`config.mk`:
```
export PLATFORM = sky130hd
export DESIGN_NAME = if_fetch_stage_flat
export DESIGN_NICKNAME = d
export VERILOG_FILES = /design/src/rtl/if_fetch_stage_if.sv /design/src/rtl/if_fetch_stage.sv /design/src/flat_wrapper.sv
export SDC_FILE = /design/constraint.sdc
export NUM_CORES = 1
export LEC_CHECK = 0
export BUFFER_PORTS_ARGS = -buffer_cell sky130_fd_sc_hd__buf_2
export CAP_MARGIN = 20
export CORE_MARGIN = 2
export CORE_UTILIZATION = 55
export CTS_CLUSTER_DIAMETER = 200
export DETAILED_ROUTE_END_ITERATION = 7
export PLACE_DENSITY = 0.75
export SLEW_MARGIN = 5
export SYNTH_ARGS = -nofsm -noshare
export SYNTH_HDL_FRONTEND = slang
export SYNTH_SLANG_ARGS = --single-unit
```
`constraint.sdc`:
```
create_clock -name clk -period 7.7 [get_ports clk]
set_input_delay 0.77 -clock clk [delete_from_list [all_inputs] [get_ports clk]]
set_output_delay 0.77 -clock clk [all_outputs]
set_load 0.05 [all_outputs]
```
`src/rtl/if_fetch_stage_if.sv`:
```
// if_fetch_stage_if: request/response bus between the fetch stage and instruction memory
interface if_fetch_stage_if;
  logic        imem_req_valid;
  logic [31:0] imem_req_addr;
  logic        imem_req_ready;
  logic        imem_rsp_valid;
  logic [31:0] imem_rsp_data;
  modport master(output imem_req_valid, imem_req_addr, input imem_req_ready, imem_rsp_valid, imem_rsp_data);
  modport slave(input imem_req_valid, imem_req_addr, output imem_req_ready, imem_rsp_valid, imem_rsp_data);
endinterface

```
`src/rtl/if_fetch_stage.sv`:
```
// if_fetch_stage: PC generation, pipelined imem fetch with stale-response drop, IF/ID register
module if_fetch_stage #(
  parameter logic [31:0] RESET_PC = 32'h0000_0000,
  parameter int          DEPTH    = 4,
  parameter logic [31:0] NOP_INST = 32'h0000_0013
) (
  input  logic             clk,
  input  logic             rst,
  input  logic             PC_en,
  input  logic             if_id_en,
  input  logic             take_branch,
  input  logic [31:0]      target_pc,
  if_fetch_stage_if.master imem,
  output logic [31:0]      if_id_IR,
  output logic [31:0]      if_id_PC,
  output logic             if_id_valid_inst
);
  localparam int AW = $clog2(DEPTH);
  localparam int CW = $clog2(DEPTH + 1);
  logic [31:0]   fetch_pc;
  logic [CW-1:0] live_cnt, drop_cnt, fifo_cnt;
  logic [31:0]   req_pc [DEPTH];
  logic [31:0]   fifo_pc [DEPTH];
  logic [31:0]   fifo_inst [DEPTH];
  logic [AW-1:0] q_wr, q_rd, f_wr, f_rd;
  logic          acc, rsp_any, keep, pop;
  // live+fifo bounded by DEPTH keeps both the PC queue and the FIFO from overflowing
  assign imem.imem_req_valid = rst & PC_en & ~take_branch & (drop_cnt == '0) &
                               (({1'b0, live_cnt} + {1'b0, fifo_cnt}) < (CW+1)'(DEPTH));
  assign imem.imem_req_addr  = fetch_pc;
  assign acc     = imem.imem_req_valid & imem.imem_req_ready;
  assign rsp_any = imem.imem_rsp_valid & ((drop_cnt != '0) | (live_cnt != '0));
  assign keep    = rsp_any & (drop_cnt == '0);
  assign pop     = if_id_en & (fifo_cnt != '0);
  always_ff @(posedge clk) begin
    if (!rst) begin
      fetch_pc         <= RESET_PC;
      live_cnt         <= '0;
      drop_cnt         <= '0;
      fifo_cnt         <= '0;
      q_wr             <= '0;
      q_rd             <= '0;
      f_wr             <= '0;
      f_rd             <= '0;
      if_id_IR         <= NOP_INST;
      if_id_PC         <= '0;
      if_id_valid_inst <= 1'b0;
    end else if (take_branch) begin
      fetch_pc         <= target_pc;
      drop_cnt         <= drop_cnt + live_cnt - CW'(rsp_any);
      live_cnt         <= '0;
      fifo_cnt         <= '0;
      q_wr             <= '0;
      q_rd             <= '0;
      f_wr             <= '0;
      f_rd             <= '0;
      if_id_IR         <= NOP_INST;
      if_id_valid_inst <= 1'b0;
    end else begin
      if (acc) begin
        req_pc[q_wr] <= fetch_pc;
        q_wr         <= q_wr + 1'b1;
        fetch_pc     <= fetch_pc + 32'd4;
      end
      if (keep) begin
        fifo_pc[f_wr]   <= req_pc[q_rd];
        fifo_inst[f_wr] <= imem.imem_rsp_data;
        f_wr            <= f_wr + 1'b1;
        q_rd            <= q_rd + 1'b1;
      end
      live_cnt <= live_cnt + CW'(acc) - CW'(keep);
      drop_cnt <= drop_cnt - CW'(rsp_any & ~keep);
      fifo_cnt <= fifo_cnt + CW'(keep) - CW'(pop);
      if (if_id_en) begin
        if_id_IR         <= pop ? fifo_inst[f_rd] : NOP_INST;
        if_id_valid_inst <= pop;
        if (pop) begin
          if_id_PC <= fifo_pc[f_rd];
          f_rd     <= f_rd + 1'b1;
        end
      end
    end
  end
endmodule

```
`src/flat_wrapper.sv`:
```
// flat-port wrapper written by rule: the top's interface ports become plain ports
module if_fetch_stage_flat 
#(
  parameter logic [31:0] RESET_PC = 32'h0000_0000,
  parameter int          DEPTH    = 4,
  parameter logic [31:0] NOP_INST = 32'h0000_0013
)
  (clk, rst, PC_en, if_id_en, take_branch, target_pc, if_id_IR, if_id_PC, if_id_valid_inst, imem_imem_req_valid, imem_imem_req_addr, imem_imem_req_ready, imem_imem_rsp_valid, imem_imem_rsp_data);
  if_fetch_stage_if imem_i ();
  input  logic clk;
  input  logic rst;
  input  logic PC_en;
  input  logic if_id_en;
  input  logic take_branch;
  input  logic [31:0] target_pc;
  output logic [31:0] if_id_IR;
  output logic [31:0] if_id_PC;
  output logic if_id_valid_inst;
  output wire logic [$bits(imem_i.imem_req_valid)-1:0] imem_imem_req_valid;
  output wire logic [$bits(imem_i.imem_req_addr)-1:0] imem_imem_req_addr;
  input wire logic [$bits(imem_i.imem_req_ready)-1:0] imem_imem_req_ready;
  input wire logic [$bits(imem_i.imem_rsp_valid)-1:0] imem_imem_rsp_valid;
  input wire logic [$bits(imem_i.imem_rsp_data)-1:0] imem_imem_rsp_data;
  assign imem_imem_req_valid = imem_i.imem_req_valid;
  assign imem_imem_req_addr = imem_i.imem_req_addr;
  assign imem_i.imem_req_ready = imem_imem_req_ready;
  assign imem_i.imem_rsp_valid = imem_imem_rsp_valid;
  assign imem_i.imem_rsp_data = imem_imem_rsp_data;
  if_fetch_stage #(.RESET_PC(RESET_PC), .DEPTH(DEPTH), .NOP_INST(NOP_INST)) u_core (.clk(clk), .rst(rst), .PC_en(PC_en), .if_id_en(if_id_en), .take_branch(take_branch), .target_pc(target_pc), .imem(imem_i), .if_id_IR(if_id_IR), .if_id_PC(if_id_PC), .if_id_valid_inst(if_id_valid_inst));
endmodule
```
## Word level (Yosys, flattened, before mapping)

Memories as Yosys holds them, arrays and structs flattened. A register that Yosys moved wholly into a read port is not among the register bits.
Index checks and enable logic that the tools add are counted.

| cells by class | value |
|---|---|
| add/subtract/negate cells | 13 |
| magnitude comparators | 1 |
| muxes and demuxes | 16 |
| bitwise operators | 13 |
| reductions and logical operators | 9 |

Operators with widths:

| cell | count |
|---|---|
| $mux 32 | 3 |
| $add 32x3->32 const B | 1 |
| $reduce_bool 3->1 | 3 |
| $sub 3x1->3 | 3 |
| $add 2x1->2 const B | 4 |
| $and 1x1->1 | 8 |
| $mux 1 | 8 |
| $mux 2 | 4 |
| $add 3x1->3 | 2 |
| $add 3x3->4 | 1 |
| $lt 4x3->1 const B | 1 |
| $add 3x3->3 | 1 |
| $and 1x3->3 | 1 |
| $logic_not 3->1 | 1 |
| $mux 3 | 1 |
| $not 1->3 | 1 |
| $reduce_and 3->1 | 1 |
| $sub 3x3->3 | 1 |
| $not 1->1 | 2 |
| $reduce_and 2->1 | 1 |
| $reduce_bool 2->1 | 1 |
| $reduce_or 2->1 | 1 |
| $logic_not 1->1 | 1 |
| $or 1x1->1 | 1 |

| storage, ports and cells | value |
|---|---|
| register bits | 82 |
| bits in writable memories | 384 |
| input port bits | 71 |
| output and inout port bits | 98 |
| logic and storage cells | 65 |
| memories | 3 |

Memories:

| name | depth | bits a word | rd ports | clocked after memory_dff | wr ports | RTL line | source |
|---|---|---|---|---|---|---|---|
| u_core.fifo_inst | 4 | 32 | 1 | 1 | 1 | if_fetch_stage.sv:24 | `logic [31:0] fifo_inst [DEPTH];` |
| u_core.fifo_pc | 4 | 32 | 1 | 1 | 1 | if_fetch_stage.sv:23 | `logic [31:0] fifo_pc [DEPTH];` |
| u_core.req_pc | 4 | 32 | 1 | 1 | 1 | if_fetch_stage.sv:22 | `logic [31:0] req_pc [DEPTH];` |

## Logic depth before layout (Yosys ltp)

Gate-level depths: netlist of run 1.

| depth | value |
|---|---|
| depth in word-level cells | 9 |
| mapped depth | 11 |
| gate-level depth less buffers | 11 |

## Worst setup path before layout of run 1

OpenSTA, ideal clock, no wires.

| timing path | value |
|---|---|
| kind | input to register |
| start | input rst |
| end | memory u_core.fifo_inst[0][0] (enable) |
| setup time | 0.429 ns |
| arrival | 2.955 ns |
| data required time | 7.271 ns |
| setup slack | 4.316 ns |
| stages on the path | 4 |
| buffers on the path | 1 |
| path through | clkbuf_1 inv_2 nor2_1 and3_1 |

| between the ends | value |
|---|---|
| word-level cells in the longest chain between the ends | 2 |

Ends and longest elaborated chain:

| what | RTL line | source |
|---|---|---|
| start, declared | flat_wrapper.sv:11 | `input logic rst;` |
| $mux 1 | if_fetch_stage.sv:36 | `if (!rst) begin` |
| $mux 1 (implied by the code) | if_fetch_stage.sv:67 | `fifo_inst[f_wr] <= imem.imem_rsp_data;` |
| end, declared | if_fetch_stage.sv:24 |  |

Every way passes these cells.

## Worst setup path after layout of run 1

| timing path | value |
|---|---|
| start | input take_branch |
| end | register u_core.fetch_pc[13] (netlist: u_core.imem.imem_req_addr[13]) |

| between the ends | value |
|---|---|
| word-level cells in the longest chain between the ends | 6 |
| elaborated cells on any way between the ends | 7 |
| classes of those cells | mux (1); bitwise (5); reduce/logical (1) |

Ends and longest elaborated chain:

| what | RTL line | source |
|---|---|---|
| start, declared | flat_wrapper.sv:14 | `input logic take_branch;` |
| $not 1->1 | if_fetch_stage.sv:28 | `assign imem.imem_req_valid = rst & PC_en & ~take_branch & (drop_cnt == '0) &` |
| $and 1x1->1 (3 in series) | if_fetch_stage.sv:28 |  |
| $and 1x1->1 | if_fetch_stage.sv:31 | `assign acc = imem.imem_req_valid & imem.imem_req_ready;` |
| $reduce_bool 2->1 (no line) | n/a |  |
| end signal, assigned | if_fetch_stage.sv:49 | `fetch_pc <= target_pc;` |
| end signal, assigned | if_fetch_stage.sv:63 | `fetch_pc <= fetch_pc + 32'd4;` |
| end, declared | if_fetch_stage.sv:20 | `logic [31:0] fetch_pc;` |

Parallel ways exist; a longest one is shown, timed or not.
A chain may end at the register's enable or synchronous reset.

==> run_summary.xml, run 1 <==
<?xml version="1.0" encoding="UTF-8"?>
<metrics>
  <group name="yosys">
    <metric name="ys.flop_type" unit="">edfxtp_1</metric>
    <metric name="synth_top_family_by_area" unit="">multiplexers</metric>
    <metric name="synth.area.mux_share" unit="%">11.64</metric>
    <metric name="avgSynthCellArea" unit="um^2">16.59</metric>
    <metric name="synthAdderAreaFrac" unit="%">1.494</metric>
    <metric name="syn-instance-count" unit="">1151</metric>
    <metric name="yosysSeqAreaShare" unit="%">72.76</metric>
    <metric name="async_reset_ff_share" unit="%">0</metric>
    <metric name="number_of_synthesized_flops_with_an_enable_pin" unit="">384</metric>
    <metric name="post_synth_and_or_nand_nor_area_fraction" unit="%">6.873</metric>
    <metric name="synth_area" unit="mm^2">0.01910</metric>
    <metric name="synthXorXnorAreaFrac" unit="%">0.8256</metric>
    <metric name="synth_compound_gate_area_share" unit="%">4.580</metric>
    <metric name="ys_ff_latch" unit="">502</metric>
    <metric name="ys_types" unit="">57</metric>
    <metric name="synth_warnings" unit="">0</metric>
    <metric name="syn-num-nets" unit="">1243</metric>
  </group>
  <group name="die">
    <metric name="die_h" unit="um">190.3</metric>
    <metric name="i_o_pin_cnt" unit="">169</metric>
    <metric name="coreArea" unit="mm^2">0.03437</metric>
    <metric name="die_w" unit="um">190.3</metric>
    <metric name="initial_utilization" unit="%">55.55</metric>
    <metric name="std_cell_rows" unit="">68</metric>
    <metric name="design.die.area" unit="mm^2">0.03623</metric>
  </group>
  <group name="timing">
    <metric name="setup_viol_count_final" unit="">0</metric>
    <metric name="report.final.hold_viol_count" unit="">0</metric>
    <metric name="period_needed" unit="ns">3.426</metric>
    <metric name="final.period_utilization" unit="%">44.49</metric>
    <metric name="timing.final.max_slew_violations" unit="">0</metric>
    <metric name="slew_headroom" unit="%">30.85</metric>
    <metric name="fin_worst_skew" unit="ns">0.008865</metric>
    <metric name="setup_tns" unit="ns">0</metric>
    <metric name="timing_worst_slew_pin_value" unit="ns">1.037</metric>
    <metric name="fmaxAchievable" unit="MHz">291.9</metric>
    <metric name="final.hold.worst_slack" unit="ns">0.4326</metric>
    <metric name="rsz0062_at_grt" unit="">no</metric>
  </group>
  <group name="place">
    <metric name="detailed_place_hpwl" unit="um">22430</metric>
    <metric name="placed_cells_incl_taps" unit="">1728</metric>
    <metric name="buffer_ports.inserted" unit="">168</metric>
    <metric name="placed_cell_area" unit="mm^2">0.02039</metric>
    <metric name="place.gp.congestion" unit="">0.8234</metric>
  </group>
  <group name="setup_path">
    <metric name="setup.worst_path.class" unit="">in2reg</metric>
    <metric name="reg2regPathDepth" unit="">7</metric>
    <metric name="crit_path_start" unit="">take_branch</metric>
    <metric name="ff2ff_setup_slack" unit="ns">4.57</metric>
    <metric name="cp_data_required_time" unit="ns">8.17</metric>
    <metric name="reg2reg_from" unit="">u_core.live_cnt[2]</metric>
    <metric name="critPathLaunchType" unit="">input port</metric>
    <metric name="end_kind" unit="">flip-flop</metric>
    <metric name="regToRegEndpoint" unit="">u_core.req_pc[2][13]</metric>
    <metric name="arrival" unit="ns">3.90</metric>
    <metric name="worst-path-max-fanout" unit="">44</metric>
  </group>
  <group name="clocking">
    <metric name="cts-root-buf" unit="">clkbuf_16</metric>
    <metric name="post_cts.repair.setup_buffers" unit="">0</metric>
    <metric name="cts-root-to-sink-buffers" unit="">3</metric>
    <metric name="clkSlewWorstSetupHoldPaths" unit="ns">0.06</metric>
    <metric name="cts_tree" unit="">yes</metric>
    <metric name="htreeDepth" unit="">2</metric>
    <metric name="cts_resized" unit="">0</metric>
    <metric name="insertion_delay" unit="ns">0.55</metric>
    <metric name="cts-buffers-inserted" unit="">48</metric>
    <metric name="clock-sinks" unit="">502</metric>
    <metric name="cts_hold_buf" unit="">0</metric>
  </group>
  <group name="layout">
    <metric name="syn2layout_area_growth" unit="%">15.09</metric>
    <metric name="layout-drive-gt1-share" unit="%">26.97</metric>
    <metric name="filler_cell_count" unit="">2418</metric>
    <metric name="finalNetCount" unit="">1415</metric>
    <metric name="final_cell_area" unit="mm^2">0.02198</metric>
    <metric name="most-common-layout-cells" unit="">edfxtp_1 (384), buf_2 (168), dfxtp_1 (114), a21oi_1 (96), mux4_2 (96)</metric>
    <metric name="multi_input_comb_area" unit="mm^2">0.004868</metric>
    <metric name="layout_commonest_cell" unit="">edfxtp_1</metric>
    <metric name="final-seq-area" unit="mm^2">0.01390</metric>
    <metric name="fin_cells" unit="">1819</metric>
  </group>
  <group name="power">
    <metric name="max-vdd-ir-drop" unit="V">0.0002129</metric>
    <metric name="power.density_cell_area" unit="mW/mm^2">253.7</metric>
    <metric name="leakage" unit="nW">7.419</metric>
  </group>
  <group name="worst_hold_path">
    <metric name="hold_path.startpoint" unit="">imem_imem_rsp_data[3]</metric>
    <metric name="holdCritPathClass" unit="">in2reg</metric>
    <metric name="hold_path_depth" unit="">1</metric>
    <metric name="hold_path_end" unit="">u_core.fifo_inst[3][3]</metric>
  </group>
  <group name="grt">
    <metric name="grt_pass1_wl" unit="um">60440</metric>
    <metric name="vias_in_the_first_global_route" unit="">10690</metric>
    <metric name="grt_max_degree" unit="">65</metric>
    <metric name="overflow" unit="">0</metric>
    <metric name="antenna_found_initial" unit="">3</metric>
    <metric name="gr-usage-all-layers" unit="%">21.92</metric>
  </group>
  <group name="routing">
    <metric name="drt_iter0_markers" unit="">810</metric>
    <metric name="vias" unit="">10680</metric>
    <metric name="detail_route.drc_violations" unit="">0</metric>
    <metric name="detailedRoute.firstPassIterationCount" unit="">5</metric>
    <metric name="route.detailed.wl_per_inst" unit="um">21.60</metric>
    <metric name="drt-vias-per-instance" unit="">5.873</metric>
    <metric name="route.final.wire_length" unit="um">39280</metric>
    <metric name="postRouteAntennaNets" unit="">0</metric>
  </group>
  <group name="run_status">
    <metric name="run_status" unit="">completed</metric>
  </group>
  <group name="run">
    <metric name="maxCapViolCount" unit="">0</metric>
  </group>
</metrics>
[per-stage QoR]
| step | util, % | setup slack, ns | total power, mW |
|---|---|---|---|
| global placement | 59.31 | 3.849 | 3.278 |
| floorplan | - | 4.316 | 3.197 |
| global route | 63.94 | 4.015 | 5.741 |
| finish | 63.94 | 4.274 | 5.576 |
| CTS | 63.92 | 4.337 | 5.608 |
| detailed placement | 59.31 | 3.824 | 3.287 |
[area by class of cell]
cell class	count	area share, %
Sequential cell	502	63.24
Multi-Input combinational cell	564	22.15
Clock buffer	65	6.126
Timing Repair Buffer	185	4.406
Tap cell	455	2.590
Clock inverter	23	1.076
Inverter	22	0.3757
Antenna cell	3	0.03416
[synth_stat cells (2+ instances only)]
master / n / area share (%)
a211oi_1: 2 / 0.079
a21oi_1: 96 / 2.5
a22oi_1: 2 / 0.079
a2bb2oi_1: 2 / 0.092
a31oi_1: 8 / 0.26
a32oi_1: 3 / 0.14
and2_1: 9 / 0.29
and3_1: 13 / 0.43
and3b_1: 2 / 0.092
and4_1: 4 / 0.18
buf_1: 7 / 0.14
buf_2: 12 / 0.31
buf_6: 2 / 0.12
clkbuf_1: 42 / 0.83
clkinv_1: 2 / 0.039
dfxtp_1: 118 / 12
edfxtp_1: 384 / 60
fa_1: 3 / 0.31
ha_1: 18 / 1.2
inv_1: 19 / 0.37
mux2i_1: 5 / 0.26
mux4_2: 96 / 11
nand2_1: 93 / 1.8
nand2b_1: 2 / 0.066
nand3_1: 16 / 0.42
nand4_1: 7 / 0.23
nor2_1: 67 / 1.3
nor2b_1: 30 / 0.98
nor3_1: 13 / 0.34
nor4_1: 6 / 0.20
o21ai_0: 12 / 0.31
o221ai_1: 2 / 0.092
o22ai_1: 5 / 0.16
o311ai_0: 6 / 0.28
o41a_1: 2 / 0.12
or4_1: 4 / 0.16
xnor2_1: 13 / 0.60
xor2_1: 5 / 0.23
[where the power goes]
group	internal (mW)	switching, mW	total (mW)
Combinational	0.0872	0.164	0.251
Clock	1.39	0.956	2.35
Sequential	2.94	0.0390	2.98
[worst max path at each step]
stage | to | slack (ns) | cells after the start
after floorplan | u_core.fifo_inst[0][0] | 4.32 | 4
after global placement | u_core.imem.imem_req_addr[7] | 3.85 | 8
after detailed placement | u_core.imem.imem_req_addr[17] | 3.82 | 8
after CTS | u_core.imem.imem_req_addr[13] | 4.34 | 8
after global routing | u_core.imem.imem_req_addr[13] | 4.02 | 8
final | u_core.imem.imem_req_addr[13] | 4.27 | 8
[logic make-up after synthesis]
logic type	after synthesis
simple gates	273
compound gates	150
xor+xnor	18
fa+ha+maj	21
flops	502
buf+inv	85
mux	102
[sequential cells by signal, summed over array words and instances (netlist names), named ones only]
register                   flops
u_core.q_rd                    2
u_core.drop_cnt                3
u_core.if_id_PC               32
u_core.if_id_IR               32
u_core.fifo_pc               128
u_core.f_rd                    2
u_core.live_cnt                3
u_core.f_wr                    2
u_core.q_wr                    2
u_core.if_id_valid_inst        1
u_core.req_pc                128
u_core.fifo_inst             128
u_core.fifo_cnt                3
u_core.imem.imem_req_addr     32
[per-layer routing]
metal / wire length, um / up-vias / global-route usage, %
li1: - / 4778 / -
met1: 16370 / 5385 / 30.80
met2: 19170 / 451 / 35.17
met3: 2659 / 69 / 3.607
met4: 1079 / 0 / 7.752
met5: 0 / - / 0
[worst max-delay path: stages]
cell,delay (ns)
buf_2,0.65
and3b_1,0.26
nand4_1,0.08
buf_4,0.39
inv_1,0.47
nor2_1,0.81
o21ai_0,0.23
a31oi_1,0.21
No activity file was read; power rests on OpenSTA's default activity.
==> inputs of run 2 (changes only) <==
--- a/config.mk
+++ b/config.mk
@@ -5,13 +5,14 @@
 export SDC_FILE = /design/constraint.sdc
 export NUM_CORES = 1
 export LEC_CHECK = 0
+export ABC_AREA = 1
 export BUFFER_PORTS_ARGS = -buffer_cell sky130_fd_sc_hd__buf_2
 export CAP_MARGIN = 20
 export CORE_MARGIN = 2
 export CORE_UTILIZATION = 55
 export CTS_CLUSTER_DIAMETER = 200
 export DETAILED_ROUTE_END_ITERATION = 7
-export PLACE_DENSITY = 0.75
+export PLACE_DENSITY = 0.74
 export SLEW_MARGIN = 5
 export SYNTH_ARGS = -nofsm -noshare
 export SYNTH_HDL_FRONTEND = slang
==> constraint.sdc (replaced) <==
create_clock -name clk -period 3.6 [get_ports clk]
set_input_delay 0.36 -clock clk [delete_from_list [all_inputs] [get_ports clk]]
set_output_delay 0.36 -clock clk [all_outputs]
set_load 0.05 [all_outputs]
==> run 2 against run 1 <==
Cell area grew 4.5%; count of clock-buffer cells in the layout grew 14; via count grew 30%; clock power grew 110%; setup slack lost 3.5 ns; register-to-register slack lost 3.8 ns; core utilization grew 0.65 points; sequential share of layout area shrank 2.7 points; wire length grew 13%; critical path type is now reg2reg.
==> run_summary.xml, run 2 <==
<?xml version="1.0" encoding="UTF-8"?>
<metrics>
  <group name="setup_path">
    <metric name="timing.critical_path.slowest_stage_cell" unit="">inv_2</metric>
    <metric name="worst_path_largest_cell_delay" unit="ns">0.53</metric>
    <metric name="critPathLaunchType" unit="">flip-flop</metric>
    <metric name="worst-path-max-fanout" unit="">33</metric>
    <metric name="reg2regPathDepth" unit="">10</metric>
    <metric name="setup.worst_path.class" unit="">reg2reg</metric>
    <metric name="arrival" unit="ns">3.24</metric>
    <metric name="worstPathCellList" unit="">ha_1 -&gt; nor2_1 -&gt; nand2_1 -&gt; nor2_4 -&gt; nand3_4 -&gt; inv_2 -&gt; ha_1 -&gt; fa_1 -&gt; inv_1 -&gt; nor2_1</metric>
    <metric name="cp_data_required_time" unit="ns">4.02</metric>
    <metric name="end_kind" unit="">flip-flop</metric>
  </group>
  <group name="clocking">
    <metric name="cts-root-to-sink-buffers" unit="">3</metric>
    <metric name="htreeDepth" unit="">2</metric>
    <metric name="cts_tree" unit="">yes</metric>
    <metric name="post_cts.repair.setup_buffers" unit="">0</metric>
    <metric name="clkSlewWorstSetupHoldPaths" unit="ns">0.07</metric>
    <metric name="insertion_delay" unit="ns">0.58</metric>
    <metric name="cts-buffers-inserted" unit="">50</metric>
    <metric name="cts-root-buf" unit="">clkbuf_16</metric>
    <metric name="clock-sinks" unit="">502</metric>
  </group>
  <group name="place">
    <metric name="place.gp.congestion" unit="">0.8604</metric>
    <metric name="buffer_ports.inserted" unit="">168</metric>
    <metric name="detailed_place_hpwl" unit="um">26290</metric>
    <metric name="placed_cell_area" unit="mm^2">0.02120</metric>
  </group>
  <group name="layout">
    <metric name="top_regs" unit="">u_core.fifo_inst x128, u_core.fifo_pc x128, u_core.req_pc x128</metric>
    <metric name="final_cell_area" unit="mm^2">0.02297</metric>
    <metric name="most-common-layout-cells" unit="">edfxtp_1 (384), nor2_1 (273), nand2_1 (253), o21ai_0 (212), buf_2 (168)</metric>
    <metric name="syn2layout_area_growth" unit="%">15.63</metric>
    <metric name="antenna_cells" unit="">0</metric>
    <metric name="layout-drive-gt1-share" unit="%">14.73</metric>
    <metric name="layout_commonest_cell" unit="">edfxtp_1</metric>
    <metric name="finalNetCount" unit="">2041</metric>
  </group>
  <group name="die">
    <metric name="initial_utilization" unit="%">55.86</metric>
    <metric name="die_w" unit="um">194.1</metric>
    <metric name="design.die.area" unit="mm^2">0.03766</metric>
    <metric name="die_h" unit="um">194.1</metric>
    <metric name="std_cell_rows" unit="">69</metric>
    <metric name="coreArea" unit="mm^2">0.03557</metric>
    <metric name="i_o_pin_cnt" unit="">169</metric>
  </group>
  <group name="timing">
    <metric name="period_needed" unit="ns">2.816</metric>
    <metric name="final.period_utilization" unit="%">78.22</metric>
    <metric name="timing.final.max_slew_violations" unit="">0</metric>
    <metric name="final.hold.worst_slack" unit="ns">0.01805</metric>
    <metric name="slew_headroom" unit="%">30.35</metric>
    <metric name="report.final.hold_viol_count" unit="">0</metric>
    <metric name="fmaxAchievable" unit="MHz">355.1</metric>
    <metric name="setup_tns" unit="ns">0</metric>
    <metric name="setup_viol_count_final" unit="">0</metric>
    <metric name="timing_worst_slew_pin_value" unit="ns">1.043</metric>
    <metric name="fin_worst_skew" unit="ns">0.03099</metric>
    <metric name="rsz0062_at_grt" unit="">no</metric>
  </group>
  <group name="grt">
    <metric name="grt_pass1_wl" unit="um">70270</metric>
    <metric name="grt_max_degree" unit="">71</metric>
    <metric name="antenna_found_initial" unit="">0</metric>
    <metric name="overflow" unit="">0</metric>
    <metric name="vias_in_the_first_global_route" unit="">13750</metric>
    <metric name="gr-usage-all-layers" unit="%">23.27</metric>
  </group>
  <group name="yosys">
    <metric name="synth_area" unit="mm^2">0.01987</metric>
    <metric name="async_reset_ff_share" unit="%">0</metric>
    <metric name="avgSynthCellArea" unit="um^2">11.17</metric>
    <metric name="ys_types" unit="">37</metric>
    <metric name="synthTopCellsByCount" unit="">edfxtp_1 (384), nor2_1 (282), nand2_1 (253)</metric>
    <metric name="synth.most_common_cell" unit="">edfxtp_1</metric>
    <metric name="yosysSeqAreaShare" unit="%">69.93</metric>
    <metric name="synth_top_area_cell" unit="">edfxtp_1</metric>
    <metric name="synth_warnings" unit="">0</metric>
    <metric name="ys.flop_type" unit="">edfxtp_1</metric>
    <metric name="syn-instance-count" unit="">1778</metric>
    <metric name="ys_ff_latch" unit="">502</metric>
    <metric name="synth_largest_type_area_fraction" unit="%">58.04</metric>
    <metric name="number_of_synthesized_flops_with_an_enable_pin" unit="">384</metric>
    <metric name="yosys-top-cells-area" unit="">edfxtp_1 (58%), dfxtp_1 (12%), o21ai_0 (5.3%)</metric>
    <metric name="syn-num-nets" unit="">1870</metric>
  </group>
  <group name="routing">
    <metric name="detail_route.drc_violations" unit="">0</metric>
    <metric name="detailedRoute.firstPassIterationCount" unit="">5</metric>
    <metric name="drt-vias-per-instance" unit="">5.651</metric>
    <metric name="vias" unit="">13850</metric>
    <metric name="route.final.wire_length" unit="um">44570</metric>
    <metric name="drt_iter0_markers" unit="">1124</metric>
    <metric name="route.detailed.wl_per_inst" unit="um">18.19</metric>
    <metric name="postRouteAntennaNets" unit="">0</metric>
  </group>
  <group name="worst_hold_path">
    <metric name="holdCritPathClass" unit="">in2reg</metric>
    <metric name="hold_path_depth" unit="">1</metric>
  </group>
  <group name="power">
    <metric name="leakage" unit="nW">8.229</metric>
    <metric name="power.density_cell_area" unit="mW/mm^2">515.2</metric>
    <metric name="max-vdd-ir-drop" unit="V">0.0004778</metric>
  </group>
  <group name="run_status">
    <metric name="run_status" unit="">completed</metric>
  </group>
  <group name="run">
    <metric name="maxCapViolCount" unit="">0</metric>
  </group>
</metrics>
==> run 2: changes by cell type after synthesis, sizes merged, moves of 13 or more <==
cell    change
nor2      +220
o21ai     +199
nand2     +162
mux4       -96
o22ai      +88
nand3      +70
inv        +63
nor2b      -30
clkbuf     +25
and3       -14
nor3       -13
==> run 2: power breakdown <==
part | total (mW) | switching [mW] | internal, mW
registers | 6.33 | 0.0742 | 6.26
clock network | 5.05 | 2.08 | 2.97
logic | 0.457 | 0.308 | 0.149
==> run 2: per-stage QoR <==
step | std cells | setup slack, ns | utilization [%] | power (mW)
global placement | 2340 | 0.8751 | 59.59 | 6.874
floorplan | 1778 | -0.4656 | - | 6.725
finish | 2450 | 0.7842 | 64.59 | 11.84
global route | 2450 | 0.5661 | 64.59 | 12.20
CTS | 2450 | 0.7801 | 64.59 | 11.90
detailed placement | 2340 | 0.7886 | 59.59 | 6.889
==> run 2: layer usage <==
| layer | share of wire, % | vias up | global-route usage (%) |
|---|---|---|---|
| met5 | 0 | - | 0 |
| met4 | 2.4 | 0 | 7.828 |
| met3 | 7.2 | 87 | 4.279 |
| met2 | 49 | 499 | 39.92 |
| met1 | 42 | 6658 | 29.94 |
| li1 | - | 6602 | - |
==> run 2: worst max-delay path: cells and delay by family, from the launching register on <==
| family | cells | cell delay [ns] |
|---|---|---|
| buffers and inverters | 2 | 0.60 |
| adders and majority gates | 3 | 0.95 |
| and+or+nand+nor | 5 | 0.70 |
| DFF | 1 | 0.43 |
==> run 2: kinds of logic (layout without fill, tap and decap cells) <==
kind of cell	after synthesis	count (layout)	share of synthesized area, %
simple gates	644	644	13.23
flops	502	502	69.93
compound gates	416	416	11.20
buf+inv	183	394	3.678
fa+ha+maj	21	21	1.436
xor+xnor	12	12	0.5290
==> run 2: layout make-up <==
| cell class | count | area (um^2) |
|---|---|---|
| Multi-Input combinational cell | 1093 | 5291 |
| Inverter | 85 | 319.1 |
| Tap cell | 461 | 576.8 |
| Clock inverter | 13 | 146.4 |
| Sequential cell | 502 | 13900 |
| Clock buffer | 79 | 1451 |
| Timing Repair Buffer | 217 | 1291 |
| Fill cell | 2679 | 12600 |
==> run 2: timing repair <==
item                                   4_1_cts  5_1_grt
endpoints found under the hold margin       69        0
hold buffers                                18        0
gates resized for setup                      0        0
==> run 2: worst paths after layout <==
check | startpoint | endpoint | slack, ns
setup reg to reg | u_core.live_cnt[2] | u_core.live_cnt[1] | 0.78
setup / recovery | u_core.live_cnt[2] | u_core.live_cnt[1] | 0.78
hold reg to reg | u_core.if_id_IR[5] | u_core.if_id_IR[5] | 0.46
hold / removal | imem_imem_rsp_data[28] | u_core.fifo_inst[1][28] | 0.02
==> inputs of run 3 (changes only) <==
==> constraint.sdc (replaced) <==
create_clock -name clk -period 2.85 [get_ports clk]
set_input_delay 0.285 -clock clk [delete_from_list [all_inputs] [get_ports clk]]
set_output_delay 0.285 -clock clk [all_outputs]
set_load 0.05 [all_outputs]
==> run 3 against run 2 <==
Combinational power is 33% higher; final cell count is 1.2% higher; wire length is 1.7% lower.
==> run_summary.xml, run 3 (synthesis gave the netlist of run 2 again) <==
<?xml version="1.0" encoding="UTF-8"?>
<metrics>
  <group name="setup_path">
    <metric name="reg2regPathDepth" unit="">13</metric>
    <metric name="setup.worst_path.class" unit="">reg2reg</metric>
    <metric name="critPathLaunchType" unit="">flip-flop</metric>
    <metric name="cp_data_required_time" unit="ns">3.32</metric>
    <metric name="regToRegEndpoint" unit="">u_core.drop_cnt[2]</metric>
    <metric name="worst-path-max-fanout" unit="">5</metric>
    <metric name="arrival" unit="ns">2.97</metric>
    <metric name="reg2reg_from" unit="">u_core.live_cnt[1]</metric>
    <metric name="ff2ff_setup_slack" unit="ns">0.35</metric>
    <metric name="end_kind" unit="">flip-flop</metric>
  </group>
  <group name="place">
    <metric name="placed_cell_area" unit="mm^2">0.02127</metric>
    <metric name="place.gp.congestion" unit="">0.8992</metric>
    <metric name="detailed_place_hpwl" unit="um">25950</metric>
    <metric name="buffer_ports.inserted" unit="">168</metric>
  </group>
  <group name="grt">
    <metric name="overflow" unit="">0</metric>
    <metric name="globalRoute.busiestLayer" unit="">met2</metric>
    <metric name="grt.met3_usage" unit="%">4.331</metric>
    <metric name="gr-usage-met1" unit="%">32.26</metric>
    <metric name="vias_in_the_first_global_route" unit="">13470</metric>
    <metric name="grt_max_degree" unit="">71</metric>
    <metric name="antenna_found_initial" unit="">0</metric>
    <metric name="gr-usage-all-layers" unit="%">23.23</metric>
    <metric name="use_met2" unit="%">37.52</metric>
    <metric name="grt_pass1_wl" unit="um">69930</metric>
  </group>
  <group name="timing">
    <metric name="final.period_utilization" unit="%">87.72</metric>
    <metric name="setup_viol_count_final" unit="">0</metric>
    <metric name="slew_headroom" unit="%">44.15</metric>
    <metric name="timing_worst_slew_pin_value" unit="ns">0.8378</metric>
    <metric name="fmaxAchievable" unit="MHz">400.0</metric>
    <metric name="rsz0062_at_grt" unit="">no</metric>
    <metric name="fin_worst_skew" unit="ns">0.01786</metric>
    <metric name="timing.final.max_slew_violations" unit="">0</metric>
    <metric name="period_needed" unit="ns">2.500</metric>
    <metric name="report.final.hold_viol_count" unit="">0</metric>
  </group>
  <group name="routing">
    <metric name="detailedRoute.firstPassIterationCount" unit="">7</metric>
    <metric name="route.detailed.wl_per_inst" unit="um">17.67</metric>
    <metric name="drt_iter0_markers" unit="">1116</metric>
    <metric name="drt-vias-per-instance" unit="">5.598</metric>
    <metric name="route.final.wire_length" unit="um">43830</metric>
    <metric name="vias" unit="">13880</metric>
    <metric name="detail_route.drc_violations" unit="">0</metric>
    <metric name="postRouteAntennaNets" unit="">0</metric>
  </group>
  <group name="worst_hold_path">
    <metric name="hold_path_depth" unit="">5</metric>
    <metric name="holdCritPathClass" unit="">in2reg</metric>
    <metric name="hold_path_end" unit="">u_core.imem.imem_req_addr[30]</metric>
    <metric name="hold_path.startpoint" unit="">target_pc[30]</metric>
  </group>
  <group name="die">
    <metric name="i_o_pin_cnt" unit="">169</metric>
    <metric name="die_w" unit="um">194.1</metric>
    <metric name="design.die.area" unit="mm^2">0.03766</metric>
    <metric name="die_h" unit="um">194.1</metric>
    <metric name="coreArea" unit="mm^2">0.03557</metric>
    <metric name="std_cell_rows" unit="">69</metric>
    <metric name="initial_utilization" unit="%">55.86</metric>
  </group>
  <group name="power">
    <metric name="leakage" unit="nW">8.386</metric>
    <metric name="post-layout-total-power" unit="mW">15.06</metric>
    <metric name="power.density_cell_area" unit="mW/mm^2">646.2</metric>
    <metric name="max-vdd-ir-drop" unit="V">0.0007490</metric>
  </group>
  <group name="layout">
    <metric name="layout_commonest_cell" unit="">edfxtp_1</metric>
    <metric name="antenna_cells" unit="">0</metric>
    <metric name="syn2layout_area_growth" unit="%">17.29</metric>
    <metric name="most-common-layout-cells" unit="">edfxtp_1 (384), nor2_1 (273), nand2_1 (253), o21ai_0 (212), buf_2 (168)</metric>
    <metric name="final_cell_area" unit="mm^2">0.02330</metric>
    <metric name="layout-drive-gt1-share" unit="%">15.01</metric>
    <metric name="top_regs" unit="">u_core.fifo_inst x128, u_core.fifo_pc x128, u_core.req_pc x128</metric>
    <metric name="finalNetCount" unit="">2069</metric>
    <metric name="final_util" unit="%">65.51</metric>
  </group>
  <group name="clocking">
    <metric name="cts_hold_buf" unit="">41</metric>
    <metric name="insertion_delay" unit="ns">0.58</metric>
    <metric name="cts_resized" unit="">0</metric>
    <metric name="clkSlewWorstSetupHoldPaths" unit="ns">0.06</metric>
    <metric name="cts_tree" unit="">yes</metric>
    <metric name="cts-root-to-sink-buffers" unit="">3</metric>
    <metric name="htreeDepth" unit="">2</metric>
    <metric name="post_cts.repair.setup_buffers" unit="">0</metric>
    <metric name="cts-buffers-inserted" unit="">50</metric>
    <metric name="clock-sinks" unit="">502</metric>
    <metric name="cts-root-buf" unit="">clkbuf_16</metric>
  </group>
  <group name="run_status">
    <metric name="run_status" unit="">completed</metric>
  </group>
  <group name="run">
    <metric name="maxCapViolCount" unit="">0</metric>
  </group>
</metrics>
## run 3: report_power, final
group / internal, mW / switching [mW]
logic: 0.211 / 0.395
registers: 7.90 / 0.0920
clock network: 3.78 / 2.68
## run 3: stage by stage
step | TNS [ns] | setup slack, ns | hold WS [ns] | instances
after global placement | 0 | 0.5173 | 0.4506 | 2345
after global routing | 0 | 0.1027 | 0.04522 | 2480
after CTS | 0 | 0.3335 | 0.006723 | 2480
final | 0 | 0.3501 | 0.03826 | 2480
after detailed placement | 0 | 0.3657 | 0.4529 | 2345
after floorplan | -49.28 | -0.1925 | 0.3839 | 1778
## run 3: final cells by class
type                            count  area (um^2)
Timing Repair Buffer              245         1597
Clock buffer                       60         1289
Fill cell                        2679        12270
Inverter                           85        319.1
Sequential cell                   502        13900
Multi-Input combinational cell   1093         5291
Tap cell                          461        576.8
Clock inverter                     34        334.1
## run 3: worst max-delay path: stages, from the launching register on
cell,delay (ns)
dfxtp_1,0.32
inv_1,0.16
nand2_1,0.08
o21ai_0,0.20
o21ai_0,0.12
ha_1,0.29
inv_1,0.04
ha_1,0.20
fa_1,0.40
xnor2_1,0.22
xnor2_1,0.15
nand2_1,0.06
o211ai_1,0.08
inv_1,0.06
## run 3: worst max-delay path by stage
stage	slack [ns]	cells after the start	startpoint	end
2_1_floorplan	-0.19	6	u_core.live_cnt[1]	u_core.fifo_inst[0][0]
3_3_place_gp	0.52	13	u_core.live_cnt[1]	u_core.drop_cnt[2]
3_5_place_dp	0.37	13	u_core.live_cnt[1]	u_core.drop_cnt[2]
4_1_cts	0.33	13	u_core.live_cnt[1]	u_core.drop_cnt[2]
5_1_grt	0.10	13	u_core.live_cnt[1]	u_core.drop_cnt[2]
6_report	0.35	13	u_core.live_cnt[1]	u_core.drop_cnt[2]
## run 3: per-layer routing
metal	part of all wire, %	routed length (um)
met5	0	0
met4	1.9	841
met3	7.3	3207
met2	47	20620
met1	44	19160
